### src/rtl/btn_pkg.sv
// Shared types for the push-button conditioning path.
package btn_pkg;

  localparam int CNT_W = 16;

  typedef enum logic [2:0] {
    IDLE        = 3'd0,
    DEB_PRESS   = 3'd1,
    HELD        = 3'd2,
    REPEAT      = 3'd3,
    DEB_RELEASE = 3'd4
  } btn_state_t;

endpackage

### src/rtl/sync2.sv
// Generic two-flop synchronizer with asynchronous active-high reset.
module sync2 (
  input  logic CLK,
  input  logic RESET,
  input  logic d,
  output logic q
);

  logic meta;

  always_ff @(posedge CLK or posedge RESET) begin
    if (RESET) begin
      meta <= 1'b0;
      q    <= 1'b0;
    end else begin
      meta <= d;
      q    <= meta;
    end
  end

endmodule

### src/rtl/btn_conditioner.sv
// Button debounce / press / toggle / auto-repeat controller, timed by a 1 kHz TICK.
// state       | meaning
// IDLE        | button released and stable
// DEB_PRESS   | s high, counting stable TICKs before accepting the press
// HELD        | press accepted, counting towards the first repeat
// REPEAT      | auto-repeat running every REPEAT_RATE TICKs
// DEB_RELEASE | s low, counting stable TICKs before accepting the release
module btn_conditioner
  import btn_pkg::*;
#(
  parameter int DEBOUNCE_TICKS = 16,
  parameter int REPEAT_DELAY   = 500,
  parameter int REPEAT_RATE    = 100,
  parameter bit REPEAT_EN      = 1'b1
) (
  input  logic CLK,
  input  logic RESET,
  input  logic TICK,
  input  logic BTN_IN,
  output logic LEVEL,
  output logic PRESS_P,
  output logic REP_P,
  output logic TOGGLE
);

  localparam logic [CNT_W-1:0] DEB_LIM  = CNT_W'(DEBOUNCE_TICKS);
  localparam logic [CNT_W-1:0] DLY_LIM  = CNT_W'(REPEAT_DELAY);
  localparam logic [CNT_W-1:0] RATE_LIM = CNT_W'(REPEAT_RATE);

  logic             s;
  btn_state_t       state;
  logic [CNT_W-1:0] cnt;
  logic [CNT_W-1:0] cnt_inc;

  sync2 u_sync (
    .CLK   (CLK),
    .RESET (RESET),
    .d     (BTN_IN),
    .q     (s)
  );

  assign cnt_inc = cnt + CNT_W'(1);

  always_ff @(posedge CLK or posedge RESET) begin
    if (RESET) begin
      state   <= IDLE;
      cnt     <= '0;
      LEVEL   <= 1'b0;
      PRESS_P <= 1'b0;
      REP_P   <= 1'b0;
      TOGGLE  <= 1'b0;
    end else begin
      PRESS_P <= 1'b0;
      REP_P   <= 1'b0;
      case (state)
        IDLE: begin
          if (s) begin
            state <= DEB_PRESS;
            cnt   <= '0;
          end
        end
        // a low sample aborts even when it coincides with a TICK
        DEB_PRESS: begin
          if (!s) begin
            state <= IDLE;
            cnt   <= '0;
          end else if (TICK) begin
            if (cnt_inc == DEB_LIM) begin
              state   <= HELD;
              cnt     <= '0;
              LEVEL   <= 1'b1;
              PRESS_P <= 1'b1;
              TOGGLE  <= ~TOGGLE;
            end else begin
              cnt <= cnt_inc;
            end
          end
        end
        // with repeat disabled the counter parks at REPEAT_DELAY
        HELD: begin
          if (!s) begin
            state <= DEB_RELEASE;
            cnt   <= '0;
          end else if (TICK && (cnt != DLY_LIM)) begin
            if (REPEAT_EN && (cnt_inc == DLY_LIM)) begin
              state <= REPEAT;
              cnt   <= '0;
              REP_P <= 1'b1;
            end else begin
              cnt <= cnt_inc;
            end
          end
        end
        REPEAT: begin
          if (!s) begin
            state <= DEB_RELEASE;
            cnt   <= '0;
          end else if (TICK) begin
            if (cnt_inc == RATE_LIM) begin
              cnt   <= '0;
              REP_P <= 1'b1;
            end else begin
              cnt <= cnt_inc;
            end
          end
        end
        // a re-rise returns to HELD without a new press; repeat delay restarts
        DEB_RELEASE: begin
          if (s) begin
            state <= HELD;
            cnt   <= '0;
          end else if (TICK) begin
            if (cnt_inc == DEB_LIM) begin
              state <= IDLE;
              cnt   <= '0;
              LEVEL <= 1'b0;
            end else begin
              cnt <= cnt_inc;
            end
          end
        end
        default: begin
          state <= IDLE;
          cnt   <= '0;
        end
      endcase
    end
  end

endmodule

### config.mk
export PLATFORM = sky130hd
export DESIGN_NAME = btn_conditioner
export DESIGN_NICKNAME = d
export VERILOG_FILES = /design/src/rtl/btn_pkg.sv /design/src/rtl/sync2.sv /design/src/rtl/btn_conditioner.sv
export SDC_FILE = /design/constraint.sdc
export NUM_CORES = 1
export LEC_CHECK = 0
export ABC_AREA = 0
export CORE_MARGIN = 1
export CORE_UTILIZATION = 60
export DETAILED_ROUTE_END_ITERATION = 12
export PLACE_DENSITY_LB_ADDON = 0.15
export SYNTH_ARGS = -nofsm -noshare
export SYNTH_HDL_FRONTEND = slang
export SYNTH_SLANG_ARGS = --single-unit
### constraint.sdc
create_clock -name CLK -period 7.1 [get_ports CLK]
set_input_delay 1.42 -clock CLK [delete_from_list [all_inputs] [get_ports CLK]]
set_output_delay 1.42 -clock CLK [all_outputs]
set_load 0.1 [all_outputs]
# --- After elaboration in Yosys (flattened, before gate mapping) ---
# Index checks and enable logic that the tools add are counted.
word_totals:
  reg_bits: 25
  latch_bits: 0
  ram_bits: 0
  rom_bits: 0
  in_bits: 4
  output_inout_bits: 4
  elab_cells: 82
  n_memories: 0
op_classes:
  add_sub_neg: 1
  multipliers: 0
  n_div: 0
  order_cmp: 0
  n_eq_ne: 23
  shifts: 0
  mux: 42
  n_bitwise: 1
  n_reduce_logical: 7
ops:
  columns: ["cell", "n"]
  rows:
  - ["two-way mux 16 bit", 11]
  - ["case mux 16 bit (5 select lines)", 1]
  - ["two-way mux 3 bit", 11]
  - ["adder 16 x 1 -> 16 bit, second input constant", 1]
  - ["equality test 16 x 5 -> 1 bit, second input constant", 1]
  - ["equality test 16 x 7 -> 1 bit, second input constant", 1]
  - ["equality test 16 x 9 -> 1 bit, second input constant", 1]
  - ["two-way mux 1 bit", 16]
  - ["!= test 16 x 9 -> 1 bit, second input constant", 1]
  - ["!= test 3 bit, second input constant", 5]
  - ["case mux 3 bit (5 select lines)", 1]
  - ["!= test 2 bit, second input constant", 6]
  - ["AND reduction 8 bit", 1]
  - ["AND reduction 7 bit", 1]
  - ["equality test 3 x 2 -> 1 bit, second input constant", 2]
  - ["!= test 3 x 2 -> 1 bit, second input constant", 2]
  - ["!= test 2 x 1 -> 1 bit, second input constant", 2]
  - ["case mux 1 bit (2 select lines)", 2]
  - ["AND reduction 4 bit", 1]
  - ["equality test 3 x 1 -> 1 bit, second input constant", 1]
  - ["equality test 3 bit, second input constant", 1]
  - ["zero test 3 bit", 1]
  - ["AND reduction 3 bit", 1]
  - ["nonzero test 2 bit", 1]
  - ["other kinds (2)", 2]

# --- Longest topological paths before layout ---
depth:
  depth_word: 6
  ltp_mapped: 10
  mapped_depth_nobuf: 9

# --- Cells and area by module ---
# From an unflattened synthesis, not the netlist that was laid out.
hier_totals:
  hier_cells: 230
  area_unflattened_um2: 1900.6
modules_own_cells:
  columns: ["mod", "instances", "cells_per_inst", "area_each_um2"]
  rows:
  - ["btn_conditioner", 1, 227, 1846.8]
  - ["sync2", 1, 3, 53.8]

# --- Worst setup path before layout ---
# No wires, ideal clock.
synth_timing:
  kind: "input to register"
  from: "input port TICK"
  to: "register cnt[13]"
  arrival_ns: 2.646
  required_ns: 7.018
  slack_ns: 4.372
  path_stages: 6
  path_cell_list: "o21ai_0 -> a211oi_1 -> o21ai_0 -> a21oi_2 -> o21ai_0 -> a31oi_1"
synth_via:
  elab_chain_len: 3
  word_cells_on_any_way: 8
  cone_classes: "2 x eq/ne; 4 x mux; 2 x reduce/logical"
synth_lines:
  columns: ["element", "line", "rtl"]
  rows:
  - ["start: declaration", "btn_conditioner.sv:18", "input logic TICK,"]
  - ["two-way mux 16 bit / logical AND 1 bit (equally long branches)", null, null]
  - ["two-way mux 16 bit (tied with other cells)", null, null]
  - ["case mux 16 bit (5 select lines) / AND reduction 3 bit (equally long branches)", null, null]
  - ["end signal: assignment", "btn_conditioner.sv:75", "cnt <= cnt_inc;"]
  - ["end signal: assignment", "btn_conditioner.sv:90", "cnt <= cnt_inc;"]
  - ["end signal: assignment", "btn_conditioner.sv:103", "cnt <= cnt_inc;"]
  - ["end: declaration", "btn_conditioner.sv:32", "logic [CNT_W-1:0] cnt;"]
# Parallel ways exist; a longest one is shown, timed or not.
# A chain may end at the register's enable or synchronous reset.

# --- Worst setup path after layout ---
layout_timing:
  from: "input port TICK"
  to: "register cnt[12]"
# The elaborated chain is that of the path after synthesis.

==> impl_metrics.json <==
{
  "intPower_uw": 182,
  "ctsLongestPathBuffers": 2,
  "clock_sinks": 25,
  "drive_above_1_share_pct": 4.33,
  "dr.pass1.iters": 5,
  "ir_worst_vdd_v": 0.000151,
  "crit_type": "input port to flop",
  "nFillCells": 241,
  "first_iter_violations": 100,
  "start_util_pct": 63.4,
  "antenna_found_initial": 0,
  "cts_resized": 0,
  "seqPwrFrac_pct": 61.8,
  "async_flop_share_pct": 100,
  "syn_nets": 222,
  "drc": 0,
  "drt.antenna.violating_nets": 0,
  "p_switching_uw": 73.5,
  "clkLatencyLatePin_ps": 320,
  "rsz0062_at_grt": "no",
  "syn_area_sq_um": 1750,
  "ys_top_cells_by_count": "nand2_1, dfrtp_1, nor2_1",
  "fin_skew_ps": 2.59,
  "num_antenna_cells": 0,
  "die_h_um": 56.0,
  "synth_seq_cells": 25,
  "die_area_sq_um": 3130,
  "avgSynthCellArea_sq_um": 8.09,
  "grt_start_max_net_pins": 26,
  "grt_pass1_wl_um": 7050,
  "wl_um": 4140,
  "tightest_slew_ps": 995,
  "fin_crit_ps": 4020,
  "ios": 8,
  "synth-seq-area-share_pct": 35.8,
  "cap_violations": 0,
  "synthToLayoutAreaGrowth_pct": 3.08,
  "track_usage_pct": 28.9,
  "crit_path_max_fanout": 14,
  "status": "completed",
  "cellPowerDensity_nw_per_um2": 142,
  "vias": 1638,
  "multi_input_area_sq_um": 1010,
  "fin_crit_sh_pct": 56.6,
  "holdBufCountCts": 0,
  "grt_pass1_vias": 1480,
  "comb_power_share_pct": 12.8,
  "synth-edff-count": 0,
  "synth.largest_area_cell": "dfrtp_1",
  "switching_share_pct": 28.7,
  "dp.cells": 235,
  "setup_violations": 0,
  "cts_buffers": 3,
  "cp_slowest_cell": "a21oi_1",
  "final_nets": 215,
  "end_kind": "flop",
  "root_buffer": "clkbuf_4",
  "tns_ps": 0,
  "vias_per_cell": 6.85,
  "seq_area_sq_um": 626,
  "fmax_mhz": 249,
  "cellLeakagePower_nw": 0.716,
  "timing.critical_path.from_type": "input port",
  "fin_hold_ws_ps": 370,
  "yosysMostFrequentCell": "nand2_1",
  "postSynthCellCount": 216,
  "num_rows": 19,
  "required_ps": 7350,
  "cts_max_level": 1,
  "routabilityCongestion": 0.914,
  "post-route-util_pct": 65.3,
  "max_stage_delay_ps": 790,
  "yosys_warnings": 0,
  "grt.overflow.total": 0,
  "ys_top_cells_by_area": "dfrtp_1, nand2_1, o21ai_0",
  "crit_chain": "clkdlybuf4s50_1, o21ai_0, a211oi_1, nand2_1, a21oi_1, o21ai_0, a41oi_1",
  "core_area_sq_um": 2760,
  "fin_cells": 239,
  "ys.flop_type": "dfrtp_1",
  "total_power_uw": 256,
  "relSlewSlack_pct": 33.6,
  "cp_data_arrival_time_ps": 4270,
  "fp.dieW_um": 56.0,
  "post_cts_buffers": 0,
  "synth_top_area_share_pct": 35.8,
  "clkTransAtPathRegs_ps": 130,
  "wire_per_inst_um": 17.3,
  "hold_class": "flop to flop",
  "power_frac_clock_pct": 25.4,
  "slew_viol_final": 0,
  "cts_tree": "yes",
  "ys_types": 47,
  "hold_viol_final": 0,
  "dp_hpwl_um": 2950,
  "path_common_cell": "o21ai_0",
  "portBuffers": 7
}
## flip-flops by register name (all words and copies together) (netlist names)
signal,cells
state,3
u_sync.q,1
cnt,16
REP_P,1
u_sync.meta,1
PRESS_P,1
TOGGLE,1
LEVEL,1
## final timing paths
| kind | to | cells past startpoint | slack (ps) | start |
|---|---|---|---|---|
| worst max-delay path | cnt[12] | 7 | 3080 | TICK |
| worst min-delay path | u_sync.q | 0 | 370 | u_sync.meta |
| worst max register to register | cnt[12] | 8 | 3930 | cnt[0] |
| worst min register to register | u_sync.q | 0 | 370 | u_sync.meta |
| max in group asynchronous | cnt[10] | 2 | 4940 | RESET |
| min in group asynchronous | cnt[2] | 2 | 1590 | RESET |
## critical path: cells and delay by family
kind,cells,cell delay (ps)
compound gates,5,1990
buf+inv,1,750
simple gates,1,100
## through the flow
stage	setup WS, ps	area [sq um]
global route	2840	1800
global placement	3010	1780
finish	3080	1800
detailed placement	2840	1780
CTS	3180	1800
floorplan	4370	1750
## per-layer routing
layer,up-vias,global-route usage (%),share of wire [%]
li1,774,-,-
met4,0,11.5,1.8
met1,774,43.9,44
met5,-,0,0
met3,9,3.02,8.1
met2,81,42.3,46
## placed cells by master, fill, tap and decap left out, types with 2 or more instances in the layout
cell type        instances
o21ai_0                 14
nand2b_1                 2
nor4_1                   2
a21o_1                   2
dfrtp_1                 25
clkbuf_4                 3
and4_1                   3
clkdlybuf4s50_1          7
inv_1                    7
a21oi_1                 13
nor3_1                   9
a221oi_1                 2
a31oi_1                  5
xnor2_1                  3
nand2_1                 28
ha_1                     2
and2_1                   7
o221ai_1                 3
a211oi_1                 3
mux2i_1                  3
nand4_1                  8
and3_1                   2
nor2_1                  16
o31ai_1                  3
a41oi_1                  5
nand3_1                  5
xor2_1                   3
nor4b_1                  3
## cell families after synthesis
logic type | Yosys count | synth area share (%)
flip-flops | 25 | 35.8
XOR/XNOR | 6 | 3.01
buffers and inverters | 26 | 6.16
AO/OA/AOI/OAI | 58 | 21.8
AND/OR/NAND/NOR | 96 | 30.1
multiplexers | 3 | 1.72
adder cells (fa/ha/maj) | 2 | 1.43
## cell type report
class	count	share of cell area (%)
clock buffer	4	1.46
inverter	7	1.46
multi-input combinational	165	56.3
sequential	25	34.7
tap	31	2.15
timing repair buffer	7	3.89
## power by group through the flow
| stage | Sequential (mW) | Clock, mW | Combinational [mW] |
|---|---|---|---|
| after floorplan | 0.155 | 0 | 0.0275 |
| after global placement | 0.160 | 0 | 0.0319 |
| after detailed placement | 0.160 | 0 | 0.0327 |
| after CTS | 0.158 | 0.0666 | 0.0328 |
| after global routing | 0.159 | 0.0699 | 0.0385 |
| final | 0.158 | 0.0651 | 0.0327 |
(Power assumes the default switching activity.)
